File: src/rtl/pipe_isa_pkg.sv
// ISA constants, instruction classes and the decode function for the 16-bit
// five-stage pipeline. Shared by the hazard controller and its scoreboard.
package pipe_isa_pkg;

    localparam int INSTR_W = 16;
    localparam int REG_W   = 3;

    localparam int OP_HI   = 15;
    localparam int OP_LO   = 12;
    localparam int POP_BIT = 10;
    localparam int RD_LO   = 7;
    localparam int RS_LO   = 4;
    localparam int RT_LO   = 1;

    localparam logic [3:0] OP_STACK = 4'b0000;
    localparam logic [3:0] OP_ALU   = 4'b0001;
    localparam logic [3:0] OP_CALL  = 4'b1011;
    localparam logic [3:0] OP_RET   = 4'b1100;

    localparam logic [1:0] PCSEL_SEQ  = 2'd0;
    localparam logic [1:0] PCSEL_BR   = 2'd1;
    localparam logic [1:0] PCSEL_CALL = 2'd2;
    localparam logic [1:0] PCSEL_RET  = 2'd3;

    localparam logic [1:0] FWD_RF    = 2'd0;
    localparam logic [1:0] FWD_EXMEM = 2'd1;
    localparam logic [1:0] FWD_MEMWB = 2'd2;

    typedef enum logic [2:0] {
        CLS_NOP,
        CLS_PUSH,
        CLS_POP,
        CLS_ALU,
        CLS_BRANCH,
        CLS_CALL,
        CLS_RET
    } cls_e;

    typedef struct packed {
        cls_e             cls;
        logic [REG_W-1:0] rd;
        logic [REG_W-1:0] rs;
        logic [REG_W-1:0] rt;
        logic             uses_rs;
        logic             uses_rt;
    } dec_t;

    // Branch opcodes are the sum-of-products over opcode bits 15..12.
    function automatic logic is_branch_op(input logic [3:0] op);
        return (~op[3] & op[2]) | (op[3] & ~op[2] & ~op[1]) |
               (~op[2] & op[1] & ~op[0]) | (~op[3] & ~op[2] & op[1]);
    endfunction

    function automatic dec_t decode(input logic [INSTR_W-1:0] instr);
        dec_t       d;
        logic [3:0] op;
        op        = instr[OP_HI:OP_LO];
        d.cls     = CLS_NOP;
        d.rd      = instr[RD_LO +: REG_W];
        d.rs      = instr[RS_LO +: REG_W];
        d.rt      = instr[RT_LO +: REG_W];
        d.uses_rs = 1'b0;
        d.uses_rt = 1'b0;
        if (op == OP_STACK) begin
            if (instr[POP_BIT]) begin
                d.cls = CLS_POP;
            end else begin
                d.cls     = CLS_PUSH;
                d.uses_rs = 1'b1;
            end
        end else if (op == OP_ALU) begin
            d.cls     = CLS_ALU;
            d.uses_rs = 1'b1;
            d.uses_rt = 1'b1;
        end else if (op == OP_CALL) begin
            d.cls = CLS_CALL;
        end else if (op == OP_RET) begin
            d.cls = CLS_RET;
        end else if (is_branch_op(op)) begin
            d.cls     = CLS_BRANCH;
            d.uses_rs = 1'b1;
        end
        return d;
    endfunction

    function automatic logic is_writer(input cls_e c);
        return (c == CLS_ALU) || (c == CLS_POP);
    endfunction

    function automatic logic uses_mem_port(input cls_e c);
        return (c == CLS_PUSH) || (c == CLS_POP) || (c == CLS_CALL) || (c == CLS_RET);
    endfunction

endpackage

File: src/rtl/pipe_hazard_sb.sv
// EX/MEM/WB scoreboard: shifts valid/class/rd of in-flight instructions and
// reports which stages hold a writer whose rd matches the ID sources.
module pipe_hazard_sb
    import pipe_isa_pkg::*;
#(
    parameter int NREG = 8
) (
    input  logic                      clk,
    input  logic                      rst_n,
    input  logic                      in_valid_i,
    input  cls_e                      in_cls_i,
    input  logic [$clog2(NREG)-1:0]   in_rd_i,
    input  logic                      kill_ex_i,
    input  logic [$clog2(NREG)-1:0]   rs_i,
    input  logic [$clog2(NREG)-1:0]   rt_i,
    input  logic                      use_rs_i,
    input  logic                      use_rt_i,
    output logic                      ex_valid_o,
    output cls_e                      ex_cls_o,
    output logic                      mem_valid_o,
    output cls_e                      mem_cls_o,
    output logic [2:0]                match_rs_o,
    output logic [2:0]                match_rt_o
);

    localparam int RW = $clog2(NREG);

    // Index 0 = EX, 1 = MEM, 2 = WB.
    logic [2:0]    vld_q;
    logic [2:0]    vld_d;
    cls_e          cls_q [3];
    logic [RW-1:0] rd_q  [3];

    assign vld_d = {vld_q[1], vld_q[0] & ~kill_ex_i, in_valid_i};

    always_ff @(posedge clk or negedge rst_n) begin
        if (!rst_n) begin
            vld_q <= '0;
        end else begin
            vld_q <= vld_d;
        end
    end

    always_ff @(posedge clk) begin
        cls_q[0] <= in_cls_i;
        rd_q[0]  <= in_rd_i;
        cls_q[1] <= cls_q[0];
        rd_q[1]  <= rd_q[0];
        cls_q[2] <= cls_q[1];
        rd_q[2]  <= rd_q[1];
    end

    always_comb begin
        match_rs_o = '0;
        match_rt_o = '0;
        for (int s = 0; s < 3; s++) begin
            if (vld_q[s] && is_writer(cls_q[s])) begin
                match_rs_o[s] = use_rs_i && (rd_q[s] == rs_i);
                match_rt_o[s] = use_rt_i && (rd_q[s] == rt_i);
            end
        end
    end

    assign ex_valid_o  = vld_q[0];
    assign ex_cls_o    = cls_q[0];
    assign mem_valid_o = vld_q[1];
    assign mem_cls_o   = cls_q[1];

endmodule

File: src/rtl/pipe_hazard_ctrl.sv
// Hazard/sequencing controller for the five-stage pipeline: redirects, RAW and
// memory-port stalls, plus stall/flush counters. FWD_EN adds forwarding selects.
module pipe_hazard_ctrl
    import pipe_isa_pkg::*;
#(
    parameter int NREG  = 8,
    parameter int CNT_W = 16
) (
    input  logic             clk,
    input  logic             rst_n,
    input  logic [15:0]      id_instr,
    input  logic             id_valid,
    input  logic             ex_dcond,
    output logic             pc_stall,
    output logic             if_id_stall,
    output logic             id_ex_bubble,
    output logic             if_id_flush,
    output logic             ex_mem_flush,
    output logic [1:0]       pc_sel,
    output logic             mem_grant_data,
    output logic [CNT_W-1:0] stall_cycles,
    output logic [7:0]       flush_events
`ifdef FWD_EN
    ,
    output logic [1:0]       fwd_a,
    output logic [1:0]       fwd_b
`endif
);

    dec_t             id_dec;
    logic             ex_vld;
    logic             mem_vld;
    cls_e             ex_cls;
    cls_e             mem_cls;
    logic [2:0]       match_rs;
    logic [2:0]       match_rt;
    logic             ret_mem;
    logic             call_ex;
    logic             br_taken_ex;
    logic             stack_mem;
    logic             raw_haz;
    logic             redirect;
    logic [CNT_W-1:0] stall_q;
    logic [CNT_W-1:0] stall_d;
    logic [7:0]       flush_q;
    logic [7:0]       flush_d;

    assign id_dec = decode(id_instr);

    pipe_hazard_sb #(.NREG(NREG)) u_sb (
        .clk         (clk),
        .rst_n       (rst_n),
        .in_valid_i  (id_valid && !id_ex_bubble),
        .in_cls_i    (id_dec.cls),
        .in_rd_i     (id_dec.rd),
        .kill_ex_i   (ex_mem_flush),
        .rs_i        (id_dec.rs),
        .rt_i        (id_dec.rt),
        .use_rs_i    (id_dec.uses_rs),
        .use_rt_i    (id_dec.uses_rt),
        .ex_valid_o  (ex_vld),
        .ex_cls_o    (ex_cls),
        .mem_valid_o (mem_vld),
        .mem_cls_o   (mem_cls),
        .match_rs_o  (match_rs),
        .match_rt_o  (match_rt)
    );

    assign ret_mem     = mem_vld && (mem_cls == CLS_RET);
    assign stack_mem   = mem_vld && uses_mem_port(mem_cls);
    assign call_ex     = ex_vld && (ex_cls == CLS_CALL);
    assign br_taken_ex = ex_vld && (ex_cls == CLS_BRANCH) && ex_dcond;

`ifdef FWD_EN
    // Only a pop's data arrives too late to forward into the next EX.
    logic unused_wb_match;
    assign unused_wb_match = match_rs[2] ^ match_rt[2];
    assign raw_haz = id_valid && ex_vld && (ex_cls == CLS_POP) &&
                     (match_rs[0] || match_rt[0]);

    always_comb begin
        fwd_a = FWD_RF;
        fwd_b = FWD_RF;
        if (id_valid) begin
            if (match_rs[0])      fwd_a = FWD_EXMEM;
            else if (match_rs[1]) fwd_a = FWD_MEMWB;
            if (match_rt[0])      fwd_b = FWD_EXMEM;
            else if (match_rt[1]) fwd_b = FWD_MEMWB;
        end
    end
`else
    assign raw_haz = id_valid && ((|match_rs) || (|match_rt));
`endif

    always_comb begin
        pc_stall     = 1'b0;
        if_id_stall  = 1'b0;
        id_ex_bubble = 1'b0;
        if_id_flush  = 1'b0;
        ex_mem_flush = 1'b0;
        pc_sel       = PCSEL_SEQ;
        redirect     = 1'b0;
        if (ret_mem) begin
            pc_sel       = PCSEL_RET;
            if_id_flush  = 1'b1;
            id_ex_bubble = 1'b1;
            ex_mem_flush = 1'b1;
            redirect     = 1'b1;
        end else if (br_taken_ex || call_ex) begin
            pc_sel       = call_ex ? PCSEL_CALL : PCSEL_BR;
            if_id_flush  = 1'b1;
            id_ex_bubble = 1'b1;
            redirect     = 1'b1;
        end else if (raw_haz || stack_mem) begin
            pc_stall     = 1'b1;
            if_id_stall  = 1'b1;
            id_ex_bubble = 1'b1;
        end
    end

    assign mem_grant_data = stack_mem;

    always_comb begin
        stall_d = stall_q;
        flush_d = flush_q;
        if (pc_stall && (stall_q != '1)) stall_d = stall_q + 1'b1;
        if (redirect && (flush_q != 8'hFF)) flush_d = flush_q + 1'b1;
    end

    always_ff @(posedge clk or negedge rst_n) begin
        if (!rst_n) begin
            stall_q <= '0;
            flush_q <= '0;
        end else begin
            stall_q <= stall_d;
            flush_q <= flush_d;
        end
    end

    assign stall_cycles = stall_q;
    assign flush_events = flush_q;

endmodule
File: config.mk
export PLATFORM = sky130hd
export DESIGN_NAME = pipe_hazard_ctrl
export DESIGN_NICKNAME = d
export VERILOG_FILES = /design/src/rtl/pipe_isa_pkg.sv /design/src/rtl/pipe_hazard_sb.sv /design/src/rtl/pipe_hazard_ctrl.sv
export SDC_FILE = /design/constraint.sdc
export NUM_CORES = 1
export LEC_CHECK = 0
export CAP_MARGIN = 10
export CELL_PAD_IN_SITES_DETAIL_PLACEMENT = 0
export CELL_PAD_IN_SITES_GLOBAL_PLACEMENT = 1
export CORE_MARGIN = 4
export CORE_UTILIZATION = 30
export DETAILED_ROUTE_END_ITERATION = 6
export MAX_ROUTING_LAYER = met4
export PLACE_DENSITY_LB_ADDON = 0.1
export SYNTH_ARGS = -nofsm -noshare
export SYNTH_HDL_FRONTEND = slang
export SYNTH_HIERARCHICAL = 1
export SYNTH_SLANG_ARGS = --single-unit
File: constraint.sdc
create_clock -name clk -period 3.15 [get_ports clk]
set_clock_uncertainty 0.05 [all_clocks]
set_input_delay 0.315 -clock clk [delete_from_list [all_inputs] [get_ports clk]]
set_output_delay 0.315 -clock clk [all_outputs]
set_load 0.01 [all_outputs]
# --- Yosys cells after proc, flatten, opt, wreduce, memory -nomap -nowiden ---
# Memory sizes are Yosys's and may differ from the RTL's.
# Index checks and enable logic that the tools add are counted.
totals:
  reg_bits: 27
  ramBits: 18
  output_inout_bits: 32
  word_cells: 107
  memories: 2
mem_list:
  columns: ["memory", "depth", "width", "rd", "rd_ports_with_merged_regs", "wr", "line", "rtl"]
  rows:
  - ["u_sb.cls_q", 3, 3, 3, 0, 3, "pipe_hazard_sb.sv:31", "cls_e cls_q [3];"]
  - ["u_sb.rd_q", 3, 3, 3, 0, 3, "pipe_hazard_sb.sv:32", "logic [RW-1:0] rd_q [3];"]
op_classes:
  n_addsub: 2
  n_eq_ne: 22
  mux: 31
  bitwise_logic: 16
  n_reduce_logical: 31
ops:
  columns: ["operator", "count"]
  rows:
  - ["2-to-1 mux 1 bit", 22]
  - ["equality test 3 x 2 -> 1 bit, second input constant", 6]
  - ["equality test 3 bit", 6]
  - ["logical AND 1 bit", 18]
  - ["adder 16 x 1 -> 16 bit, second input constant", 1]
  - ["!= test 16 bit, second input constant", 1]
  - ["2-to-1 mux 3 bit", 5]
  - ["equality test 3 bit, second input constant", 4]
  - ["logical OR 1 bit", 9]
  - ["adder 8 x 1 -> 8 bit, second input constant", 1]
  - ["AND 1 bit", 8]
  - ["equality test 4 bit, second input constant", 2]
  - ["2-to-1 mux 2 bit", 4]
  - ["!= test 8 bit, second input constant", 1]
  - ["OR reduction 3 bit", 2]
  - ["NOT 1 bit", 5]
  - ["equality test 4 x 1 -> 1 bit, second input constant", 1]
  - ["zero test 4 bit", 1]
  - ["equality test 3 x 1 -> 1 bit, second input constant", 1]
  - ["OR 1 bit", 3]
  - ["zero test 1 bit", 1]

# --- Logic depth before layout (Yosys ltp) ---
depth:
  depth_word: 22
  ltp_mapped: 9

# --- By module ---
# The synthesis kept the hierarchy.
by_module_without_submodules:
  columns: ["module", "instances", "cells_per_inst", "area_each_um2", "seq_area_each_um2"]
  rows:
  - ["pipe_hazard_ctrl", 1, 141, 1398.8, 600.6]
  - ["pipe_hazard_sb", 1, 57, 752.0, 415.4]

# --- Worst setup path after synthesis ---
# Ideal clock, no wire load.
synth_path:
  kind: "input to register"
  start: "input port id_instr[13]"
  end: "register stall_q[15] (netlist: stall_cycles[15])"
  arrival_ns: 2.263
  required_ns: 2.972
  slack_ns: 0.710
  path_stages: 9
  path_buffers: 0
  path_cell_list: "nor3_1 and2_1 nand4b_1 nor4_2 nor4_4 a21boi_4 o21ai_2 nor4_1 mux2_1"
synth_lines:
  columns: ["item", "line", "rtl"]
  rows:
  - ["from (decl)", "pipe_hazard_ctrl.sv:11", "input logic [15:0] id_instr,"]
  - ["to (signal assigned)", "pipe_hazard_ctrl.sv:135", "stall_q <= stall_d;"]
  - ["to (decl)", "pipe_hazard_ctrl.sv:43", "logic [CNT_W-1:0] stall_q;"]

==> impl_metrics.csv <==
group,metric,value,unit
drt,avgRoutedWirePerCell,13.48,um
clock_tree,cts_setup_buffers,0,
logic_synthesis,synth_cell_types,41,
logic_synthesis,synth-adder-area-share,1.745,%
drt,dr.pass1.iters,4,
critical_path,reg2reg_setup_slack,0.86,ns
sta,slew_headroom,75.53,%
logic_synthesis,synth_top_family_by_area,"simple AND/OR/NAND/NOR gates",
critical_path,critPathMaxStageDelay,0.53,ns
sta,post-route-min-period,3.036,ns
sta,post-route-period-util,96.39,%
critical_path,crit_required,2.78,ns
critical_path,crit_slowest_cell,"clkdlybuf4s50_1",
sta,setup_viol,0,
drt,via_count,1586,
logic_synthesis,synth-main-ff-cell,"dfrtp_1",
status,outcome,"completed",
global_route,track_usage,11.70,%
layout,antennaDiodeCount,0,
power,powerDensity,522.0,mW/mm^2
logic_synthesis,avgSynthCellArea,10.86,um^2
critical_path,rr_worst_depth,8,
layout,final_nets,277,
die,coreArea,0.006869,mm^2
drt,drc_errors,0,
global_route,grt-ovfl-total,0,
hold_path,hold_path.class,"in2reg",
logic_synthesis,synthCells,198,
clock_tree,cts_tree,"yes",
critical_path,endpoint_kind,"output pin",
logic_synthesis,async_flop_share,61.36,%
drt,via_per_inst,4.519,
sta,slew_viol_final,0,
clock_tree,cts_root_buffer,"clkbuf_8",
layout,syn_to_final_growth,36.65,%
sta,fmax,329.4,MHz
critical_path,start_kind,"primary input",
sta,final-hold-violation-count,0,
logic_synthesis,synth_fp_nets,221,
logic_synthesis,synth_edf_count,0,
hold_path,hold_depth,2,
logic_synthesis,synth.mux.area_fraction,1.571,%
die,die_h,92.67,um
clock_tree,htree_levels,2,
clock_tree,clk_pin_slew,0.08,ns
logic_synthesis,yosysTopAreaCellShare,31.41,%
logic_synthesis,synth_simple_gate_area_share,23.79,%
critical_path,crit_path_end,"id_ex_bubble",
die,ios,52,
die,die_w,92.67,um
placement,place_congestion,0.7876,
clock_tree,numCtsBuffers,5,
die,start_util,31.31,%
global_route,grt_max_degree,28,
drt,antenna_left,0,
run,cap_viol_max_count,0,
critical_path,r2r-end,"stall_cycles[14]$_DFFE_PN0P_",
layout,n_fill_cell,655,
layout,seqCellArea,0.001016,mm^2
logic_synthesis,seq_area_frac_synth,47.24,%
clock_tree,cts_sinks,44,
global_route,grt_pass1_wl,7700,um
critical_path,arrival,2.67,ns
logic_synthesis,yosysWarnings,6,
clock_tree,cts_hold_buf,0,
clock_tree,clk_latency,0.29,ns
critical_path,worstSetupPathType,"in2out",
critical_path,crit_fanout,3,
logic_synthesis,netlist.top_cell.by_area,"dfrtp_1",
clock_tree,cts_max_path_buffers,2,
die,die-area,0.008588,mm^2
layout,multi_input_area,0.001086,mm^2
logic_synthesis,synth_compound_area_share,6.108,%
layout,layout-drive-gt1-share,15.29,%
logic_synthesis,synth_area_leaders,"dfrtp_1 (31%), dfxtp_1 (16%), xor2_1 (12%)",
logic_synthesis,ys_seq_elements,44,
sta,tightest_slew,0.3653,ns
logic_synthesis,synth_area,0.002151,mm^2
drt,drt_iter0_markers,47,
logic_synthesis,synth_xor_area_share,15.47,%
sta,fin_tns_setup,0,ns
die,num_rows,30,
power,max-vdd-ir-drop,0.2232,mV
drt,wl,4730,um
critical_path,startpoint,"id_instr[15]",
placement,dp_hpwl,3508,um
sta,whs,0.2811,ns
critical_path,r2r-start,"u_sb/vld_q[0]$_DFF_PN0_",
global_route,grt_pass1_vias,1589,
global_route,antenna_found_initial,0,
critical_path,path_cells,"clkdlybuf4s50_1, nor3_4, and2_4, nand4b_1, nor4_4, nor4_4, a21boi_4, nor2_1, nand2_1, clkdlybuf4s50_1",
power,leakage,1.291,nW
placement,port_buffers,49,
-- report_power, final --
| part | switching (mW) | internal [mW] |
|---|---|---|
| Combinational | 0.152 | 0.199 |
| Sequential | 0.0848 | 0.631 |
| Clock | 0.188 | 0.280 |
-- critical path: cells and delay by family --
kind                   cells  cell delay, ns
and+or+nand+nor            7            1.17
buffers and inverters      2            1.00
AOI/OAI and AO/OA          1            0.19
-- final cells by class --
| cell class | instances | area share [%] |
|---|---|---|
| sequential | 44 | 34.57 |
| tap | 96 | 4.087 |
| timing repair buffer | 57 | 19.07 |
| inverter | 8 | 1.022 |
| multi-input combinational | 138 | 36.95 |
| clock inverter | 1 | 1.022 |
| clock buffer | 7 | 3.278 |
-- worst min path at each step --
stage | endpoint | slack (ns) | from
after CTS | u_sb/cls_q[0][3]$_DFF_P_ | 0.32 | u_sb/cls_q[0][0]$_DFF_P_
final | u_sb/cls_q[0][0]$_DFF_P_ | 0.28 | id_instr[14]
after global placement | u_sb/cls_q[0][3]$_DFF_P_ | 0.31 | u_sb/cls_q[0][0]$_DFF_P_
after detailed placement | u_sb/cls_q[0][3]$_DFF_P_ | 0.31 | u_sb/cls_q[0][0]$_DFF_P_
after floorplan | flush_events[0]$_DFFE_PN0P_ | -0.03 | rst_n
after global routing | u_sb/cls_q[0][0]$_DFF_P_ | 0.29 | id_instr[14]
-- cell usage in the layout, fill, tap and decap left out, types with 2 or more instances in the layout --
cell type	n
a31oi_1	2
and3_1	2
and4_1	3
buf_4	8
clkbuf_8	7
clkdlybuf4s50_1	45
dfrtp_1	27
dfxtp_1	17
dlymetal6s2s_1	4
ha_1	3
inv_1	7
mux2_1	2
nand2_1	15
nand3_1	9
nand3b_1	2
nand4_1	3
nand4b_1	6
nor2_1	10
nor2b_1	3
nor3_1	8
nor4_1	2
nor4_2	5
nor4_4	3
o21ai_0	3
o21ai_2	2
xnor2_1	8
xor2_1	30
-- cells by family (layout without fill, tap and decap cells) --
kind of cell / Yosys count / after routing
xor gates and xnor gates: 38 / 38
adders and majority gates: 3 / 3
AOI/OAI and AO/OA: 14 / 14
DFF: 44 / 44
muxes: 3 / 3
and+or+nand+nor: 80 / 80
buffers and inverters: 16 / 73
-- synthesized netlist by cell type (2+ instances only) --
cell	count
a31oi_1	2
and3_1	2
and4_1	3
buf_4	7
dfrtp_1	27
dfxtp_1	17
ha_1	3
inv_1	7
mux2_1	2
nand2_1	15
nand3_1	9
nand3b_1	2
nand4_1	3
nand4b_1	6
nor2_1	11
nor2b_1	3
nor3_1	9
nor4_1	2
nor4_2	7
o21ai_0	3
o21ai_2	2
xnor2_1	8
xor2_1	30
-- metal layers --
layer  GRT usage [%]  share of wire, %  routed length, um
met3           2.762               3.8                179
met4           4.396               1.1                 54
met2           17.28                45               2146
met5               -                 0                  0
met1           15.62                50               2349
-- timing repair --
action	in CTS	in global routing
endpoints found under the setup margin	3	3
resized for setup	4	7
pin swaps	4	3
-- sequential cells by signal (all words and copies together), names as in the netlist --
name,cells
stall_cycles,16
u_sb/rd_q,9
flush_events,8
u_sb/cls_q,8
u_sb/vld_q,3
-- metrics by stage --
stage	power [mW]	setup slack, ns	util, %	instance area (um^2)	std cells
after global placement	1.080	-0.1313	40.24	2764	343
final	1.534	0.1137	42.79	2939	351
after detailed placement	1.080	-0.1351	40.24	2764	343
after global routing	1.617	-0.03516	42.79	2939	351
after floorplan	0.8807	0.7098	-	2151	198
after CTS	1.564	0.06736	42.48	2918	351
Note: power is estimated with default switching activity, not from simulation.
